File: config.mk
export PLATFORM = sky130hd
export DESIGN_NAME = riscv_if_fetch_queue
export DESIGN_NICKNAME = d
export VERILOG_FILES = /design/src/rtl/riscv_if_pkg.sv /design/src/rtl/if_fetch_queue.sv /design/src/rtl/riscv_if_fetch_queue.sv
export SDC_FILE = /design/constraint.sdc
export NUM_CORES = 1
export LEC_CHECK = 0
export BUFFER_PORTS_ARGS = -buffer_cell sky130_fd_sc_hd__buf_2
export CAP_MARGIN = 15
export CORE_ASPECT_RATIO = 0.7
export CORE_MARGIN = 1
export CORE_UTILIZATION = 60
export CTS_BUF_LIST = sky130_fd_sc_hd__clkbuf_4 sky130_fd_sc_hd__clkbuf_8
export DETAILED_ROUTE_END_ITERATION = 7
export GPL_ROUTABILITY_DRIVEN = 0
export GPL_TIMING_DRIVEN = 0
export PLACE_DENSITY = 0.92
export SYNTH_ARGS = -nofsm -noshare
export SYNTH_HDL_FRONTEND = slang
export SYNTH_SLANG_ARGS = --single-unit
export TNS_END_PERCENT = 100
File: constraint.sdc
create_clock -name clk -period 34 [get_ports clk]
set_input_delay 3.4 -clock clk [delete_from_list [all_inputs] [get_ports clk]]
set_output_delay 3.4 -clock clk [all_outputs]
set_load 0.02 [all_outputs]
File: src/rtl/riscv_if_pkg.sv
// Shared IF/ID/EX constants: NOP encoding, control-flow opcodes,
// RVC quadrant/funct3 codes and a control-flow classifier.
package riscv_if_pkg;

    localparam logic [31:0] NOP           = 32'h0000_0013;

    localparam logic [6:0]  OPCODE_BRANCH = 7'b1100011;
    localparam logic [6:0]  OPCODE_JAL    = 7'b1101111;
    localparam logic [6:0]  OPCODE_JALR   = 7'b1100111;

    localparam logic [1:0]  RVC_OP_C1     = 2'b01;
    localparam logic [1:0]  RVC_OP_C2     = 2'b10;

    localparam logic [2:0]  RVC_F3_BEQZ   = 3'b110;
    localparam logic [2:0]  RVC_F3_BNEZ   = 3'b111;
    localparam logic [2:0]  RVC_F3_J      = 3'b101;
    localparam logic [2:0]  RVC_F3_JAL    = 3'b001;
    localparam logic [2:0]  RVC_F3_JR     = 3'b100;

    // True when the instruction can change control flow.
    function automatic logic is_cf(input logic [31:0] inst,
                                   input logic        compressed);
        logic r;
        r = 1'b0;
        if (!compressed) begin
            r = (inst[6:0] == OPCODE_BRANCH) ||
                (inst[6:0] == OPCODE_JAL)    ||
                (inst[6:0] == OPCODE_JALR);
        end else if (inst[1:0] == RVC_OP_C1) begin
            r = (inst[15:13] == RVC_F3_BEQZ) ||
                (inst[15:13] == RVC_F3_BNEZ) ||
                (inst[15:13] == RVC_F3_J)    ||
                (inst[15:13] == RVC_F3_JAL);
        end else if (inst[1:0] == RVC_OP_C2) begin
            r = (inst[15:13] == RVC_F3_JR) && (inst[6:2] == 5'd0);
        end
        return r;
    endfunction

endpackage

File: src/rtl/if_fetch_queue.sv
// Generic DEPTH x W synchronous FIFO with clear, occupancy count
// and full/empty flags. Head storage is visible even when empty.
module if_fetch_queue #(
    parameter int DEPTH = 4,
    parameter int W     = 32
) (
    input  logic                       clk,
    input  logic                       rst,
    input  logic                       clr,
    input  logic                       wr_en,
    input  logic [W-1:0]               wr_data,
    input  logic                       rd_en,
    output logic [W-1:0]               rd_data,
    output logic [$clog2(DEPTH+1)-1:0] count,
    output logic                       full,
    output logic                       empty
);

    localparam int AW = $clog2(DEPTH);
    localparam int CW = $clog2(DEPTH+1);

    logic [W-1:0]  r_mem [DEPTH];
    logic [AW-1:0] r_wptr;
    logic [AW-1:0] r_rptr;
    logic [CW-1:0] r_count;
    logic          w_wr;
    logic          w_rd;

    assign full    = (r_count == CW'(DEPTH));
    assign empty   = (r_count == '0);
    assign w_wr    = wr_en && !full;
    assign w_rd    = rd_en && !empty;
    assign rd_data = r_mem[r_rptr];
    assign count   = r_count;

    // Storage, pointers and count; clear drops entries but keeps storage.
    always_ff @(posedge clk or posedge rst) begin
        if (rst) begin
            r_wptr  <= '0;
            r_rptr  <= '0;
            r_count <= '0;
            for (int i = 0; i < DEPTH; i++) begin
                r_mem[i] <= '0;
            end
        end else if (clr) begin
            r_wptr  <= '0;
            r_rptr  <= '0;
            r_count <= '0;
        end else begin
            if (w_wr) begin
                r_mem[r_wptr] <= wr_data;
                r_wptr        <= r_wptr + AW'(1);
            end
            if (w_rd) begin
                r_rptr <= r_rptr + AW'(1);
            end
            r_count <= r_count + CW'(w_wr) - CW'(w_rd);
        end
    end

endmodule

File: src/rtl/riscv_if_fetch_queue.sv
// Instruction fetch stage: next-PC selection (redirect / prediction /
// sequential) feeding a queue that decouples fetch from decode.
module riscv_if_fetch_queue
    import riscv_if_pkg::*;
#(
    parameter int              XLEN     = 32,
    parameter int              DEPTH    = 4,
    parameter bit              PRED_EN  = 1'b1,
    parameter logic [XLEN-1:0] RESET_PC = '0
) (
    input  logic                       clk,
    input  logic                       rst,
    input  logic                       fetch_valid,
    input  logic [XLEN-1:0]            fetch_inst,
    input  logic                       fetch_compressed,
    output logic [XLEN-1:0]            fetch_pc,
    input  logic                       bp_taken,
    input  logic [XLEN-1:0]            bp_target,
    input  logic                       redirect,
    input  logic [XLEN-1:0]            redirect_pc,
    input  logic                       deq_ready,
    output logic                       deq_valid,
    output logic [XLEN-1:0]            deq_inst,
    output logic [XLEN-1:0]            deq_pc,
    output logic                       deq_compressed,
    output logic [XLEN-1:0]            deq_pred_dest,
    output logic [$clog2(DEPTH+1)-1:0] q_count
);

    localparam int W = 3*XLEN + 1;

    logic [XLEN-1:0] r_pc;
    logic [XLEN-1:0] w_step;
    logic [XLEN-1:0] w_pred_next;
    logic            w_is_cf;
    logic            w_full;
    logic            w_empty;
    logic            w_enq;
    logic            w_deq;
    logic [W-1:0]    w_wr_data;
    logic [W-1:0]    w_head;
    logic [XLEN-1:0] w_head_pc;
    logic [XLEN-1:0] w_head_inst;
    logic            w_head_c;
    logic [XLEN-1:0] w_head_pred;

    assign w_is_cf     = is_cf(fetch_inst[31:0], fetch_compressed);
    assign w_step      = r_pc + (fetch_compressed ? XLEN'(2) : XLEN'(4));
    assign w_pred_next = (PRED_EN && bp_taken && w_is_cf) ? bp_target
                                                          : w_step;
    assign w_enq       = fetch_valid && !w_full && !redirect;
    assign w_deq       = !w_empty && deq_ready;
    assign w_wr_data   = {r_pc, fetch_inst, fetch_compressed, w_pred_next};

    assign {w_head_pc, w_head_inst, w_head_c, w_head_pred} = w_head;

    if_fetch_queue #(
        .DEPTH (DEPTH),
        .W     (W)
    ) u_queue (
        .clk     (clk),
        .rst     (rst),
        .clr     (redirect),
        .wr_en   (w_enq),
        .wr_data (w_wr_data),
        .rd_en   (w_deq && !redirect),
        .rd_data (w_head),
        .count   (q_count),
        .full    (w_full),
        .empty   (w_empty)
    );

    // Fetch PC: redirect overrides, otherwise advance only on enqueue.
    always_ff @(posedge clk or posedge rst) begin
        if (rst) begin
            r_pc <= RESET_PC;
        end else if (redirect) begin
            r_pc <= redirect_pc;
        end else if (w_enq) begin
            r_pc <= w_pred_next;
        end
    end

    assign fetch_pc       = r_pc;
    assign deq_valid      = !w_empty;
    assign deq_inst       = w_empty ? XLEN'(NOP) : w_head_inst;
    assign deq_compressed = !w_empty && w_head_c;
    assign deq_pc         = w_head_pc;
    assign deq_pred_dest  = w_head_pred;

endmodule
==> results.toml <==
[status]
status = "complete, but fails checks"
violations = "DRC"

[critical_path]
worstSetupEndpointType = "output port"
crit_fanout = 10
arrival_ps = 3570
criticalPathCategory = "reg2out"
crit_required_ps = 30600
startpoint_type = "register"

[floorplanning]
die-area_um2 = 33700
core_um2 = 32300
ioPinCount = 236
die_y_um = 154
num_rows = 55
start_util_pct = 61.2
die_x_um = 219

[timing]
hold_ws_ps = 480
max_freq_mhz = 143
fin_crit_sh_pct = 20.5
finalSetupViolCount = 0
slew_headroom_pct = 35.9
worst_slew_pin_slew_ps = 961
slew_viol_final = 0
rsz0062_at_grt = "false"
final_hold_viol_count = 0
clock_skew_ps = 36.2
fin_crit_ps = 6970
setup_tns_ps = 0
setup_ws_ps = 27030

[cells_and_area]
multi_input_area_um2 = 8280
seq_area_um2 = 10700
fin_cells = 2314
fillCellCount = 2120
area_delta_synth_final_pct = 15.8
final_util_pct = 70.8
layout.nets = 1950
postLayoutCellArea_um2 = 22900
drive_gt1_share_pct = 40.5

[clock_network]
cts_buffers = 61
cts_sinks = 427
htreeDepth = 2
cts_tree = "built"
path_clk_slew_ps = 70
post_cts_resized = 0
clock_latency_ps = 650
hold_buffers = 0
cts_max_path_buffers = 3
cts_setup_buffers = 0
cts_root_buffer = "clkbuf_8"

[yosys]
synthCells = 1536
synth_top_area_cell = "dfrtp_1"
yosysTopAreaCellShare_pct = 54.0
ys_warn_count = 0
syn_area_um2 = 19800
synthTopCellsByArea = "dfrtp_1 (54%), mux2_2 (14%), mux4_2 (11%)"
synth-main-ff-cell = "dfrtp_1"
synth_commonest_cells = "dfrtp_1 (427), mux2_2 (238), nand2_1 (189)"
synthesis.nets = 1649
ys_types = 57
yosysMostFrequentCell = "dfrtp_1"
synthArstFlopShare_pct = 100
syn_area_per_cell_um2 = 12.9
yosysSeqAreaShare_pct = 54.0
ys_ff_latch = 427
synth_edf_count = 0

[power_and_ir_drop]
pwr-share-comb_pct = 37.5
total_power_mw = 2.04
leakagePower_nw = 10.6
peakVddDrop_mv = 0.0555
pwr-share-seq_pct = 41.3
clkPwrFrac_pct = 21.2
powerDensity_nw_per_um2 = 88.9
p_sw_mw = 0.731
power.internal_mw = 1.31
switching_share_pct = 35.9

[global_routing]
grt-ovfl-total = 0
grt_max_degree = 131
antenna_found_initial = 2
grt_usage_pct = 33.4
grt_pass1_vias = 14863
grt_pass1_wl_mm = 85.3

[placed_design]
place_inst = 2201
port-buffer-count = 234
hpwlAfterDp_mm = 38.5
dpl_worst_slack_ps = 27770
dpl-instance-area_um2 = 21600

[run]
cap_violations = 0

[routing]
drc_errors = 4
drt_iter0_drc = 1789
drt-vias-per-instance = 6.26
drtAntennaViolNets = 0
first_pass_iters = 8
post_drt_wl_per_cell_um = 23.6
wirelength_mm = 54.7
via_count = 14487

[hold_path]
min_path_type = "reg2reg"
-- layout by cell type (no fill, tap or decap), types with 5 or more instances in the layout --
cell / n
mux4_2: 97
clkinv_2: 7
mux2i_1: 19
ha_1: 8
nor2_1: 21
o21ai_0: 162
o221ai_1: 6
xor2_1: 22
a221oi_2: 7
nor3_1: 20
buf_1: 14
buf_4: 35
mux2i_2: 5
dfrtp_1: 427
xnor2_1: 10
nand2_1: 189
buf_2: 250
nor3b_1: 8
mux2_2: 238
clkbuf_8: 79
inv_1: 25
a21oi_1: 17
clkbuf_4: 24
nor2b_1: 35
o21ai_1: 8
clkbuf_1: 83
nand3_1: 9
-- power by group through the flow --
stage          clock network [mW]  registers, mW  logic, mW
2_1_floorplan                   0          0.800      0.545
3_3_place_gp                    0          0.822      0.728
3_5_place_dp                    0          0.843      0.757
4_1_cts                     0.434          0.835      0.762
5_1_grt                     0.456          0.860      0.818
6_report                    0.432          0.841      0.763
-- layer usage --
metal | GRT usage [%] | vias up | share of wire (%)
li1 | - | 6069 | -
met1 | 45.3 | 7388 | 38
met2 | 50.1 | 861 | 46
met3 | 11.8 | 169 | 12
met4 | 12.2 | 0 | 3.6
met5 | 0 | - | 0
-- worst paths after layout --
path / start / end / slack, ps / cells past startpoint
setup / recovery: u_queue.r_rptr[0] / deq_pc[30] / 27030 / 5
hold / removal: u_queue.r_mem[24] / u_queue.r_mem[24] / 480 / 2
setup reg to reg: u_queue.count[1] / u_queue.r_mem[195] / 30560 / 9
hold reg to reg: u_queue.r_mem[24] / u_queue.r_mem[24] / 480 / 2
max in group asynchronous: rst / u_queue.r_mem[298] / 29710 / 4
min in group asynchronous: rst / u_queue.r_mem[237] / 2800 / 2
-- cells by family after synthesis --
logic type | after synthesis | share of synthesized area, %
DFF | 427 | 54.0
muxes | 359 | 25.9
and+or+nand+nor | 312 | 7.37
AOI/OAI and AO/OA | 220 | 6.46
buffers and inverters | 176 | 4.13
xor gates and xnor gates | 32 | 1.42
adders and majority gates | 10 | 0.708
-- sequential cells by signal, summed over array words and instances, names as in the netlist --
register,flops
u_queue.r_wptr,2
u_queue.count,3
u_queue.r_rptr,2
fetch_pc,32
u_queue.r_mem,388
-- worst max-delay path: stages (launching register included) --
cell and delay (ps):
dfrtp_1 330, clkbuf_1 550, buf_1 780, clkbuf_1 620, mux4_2 450, buf_2 190
-- cell type report --
cell class	instances	area share, %
inverters	27	0.475
diodes	2	0.0219
plain buffers	149	3.13
well taps	427	2.33
clock buffers	103	5.53
flip-flops and latches	427	46.7
clock inverters	8	0.186
repair buffers	238	5.51
multi-input cells	933	36.2
Power figures use the tool's default switching activity.
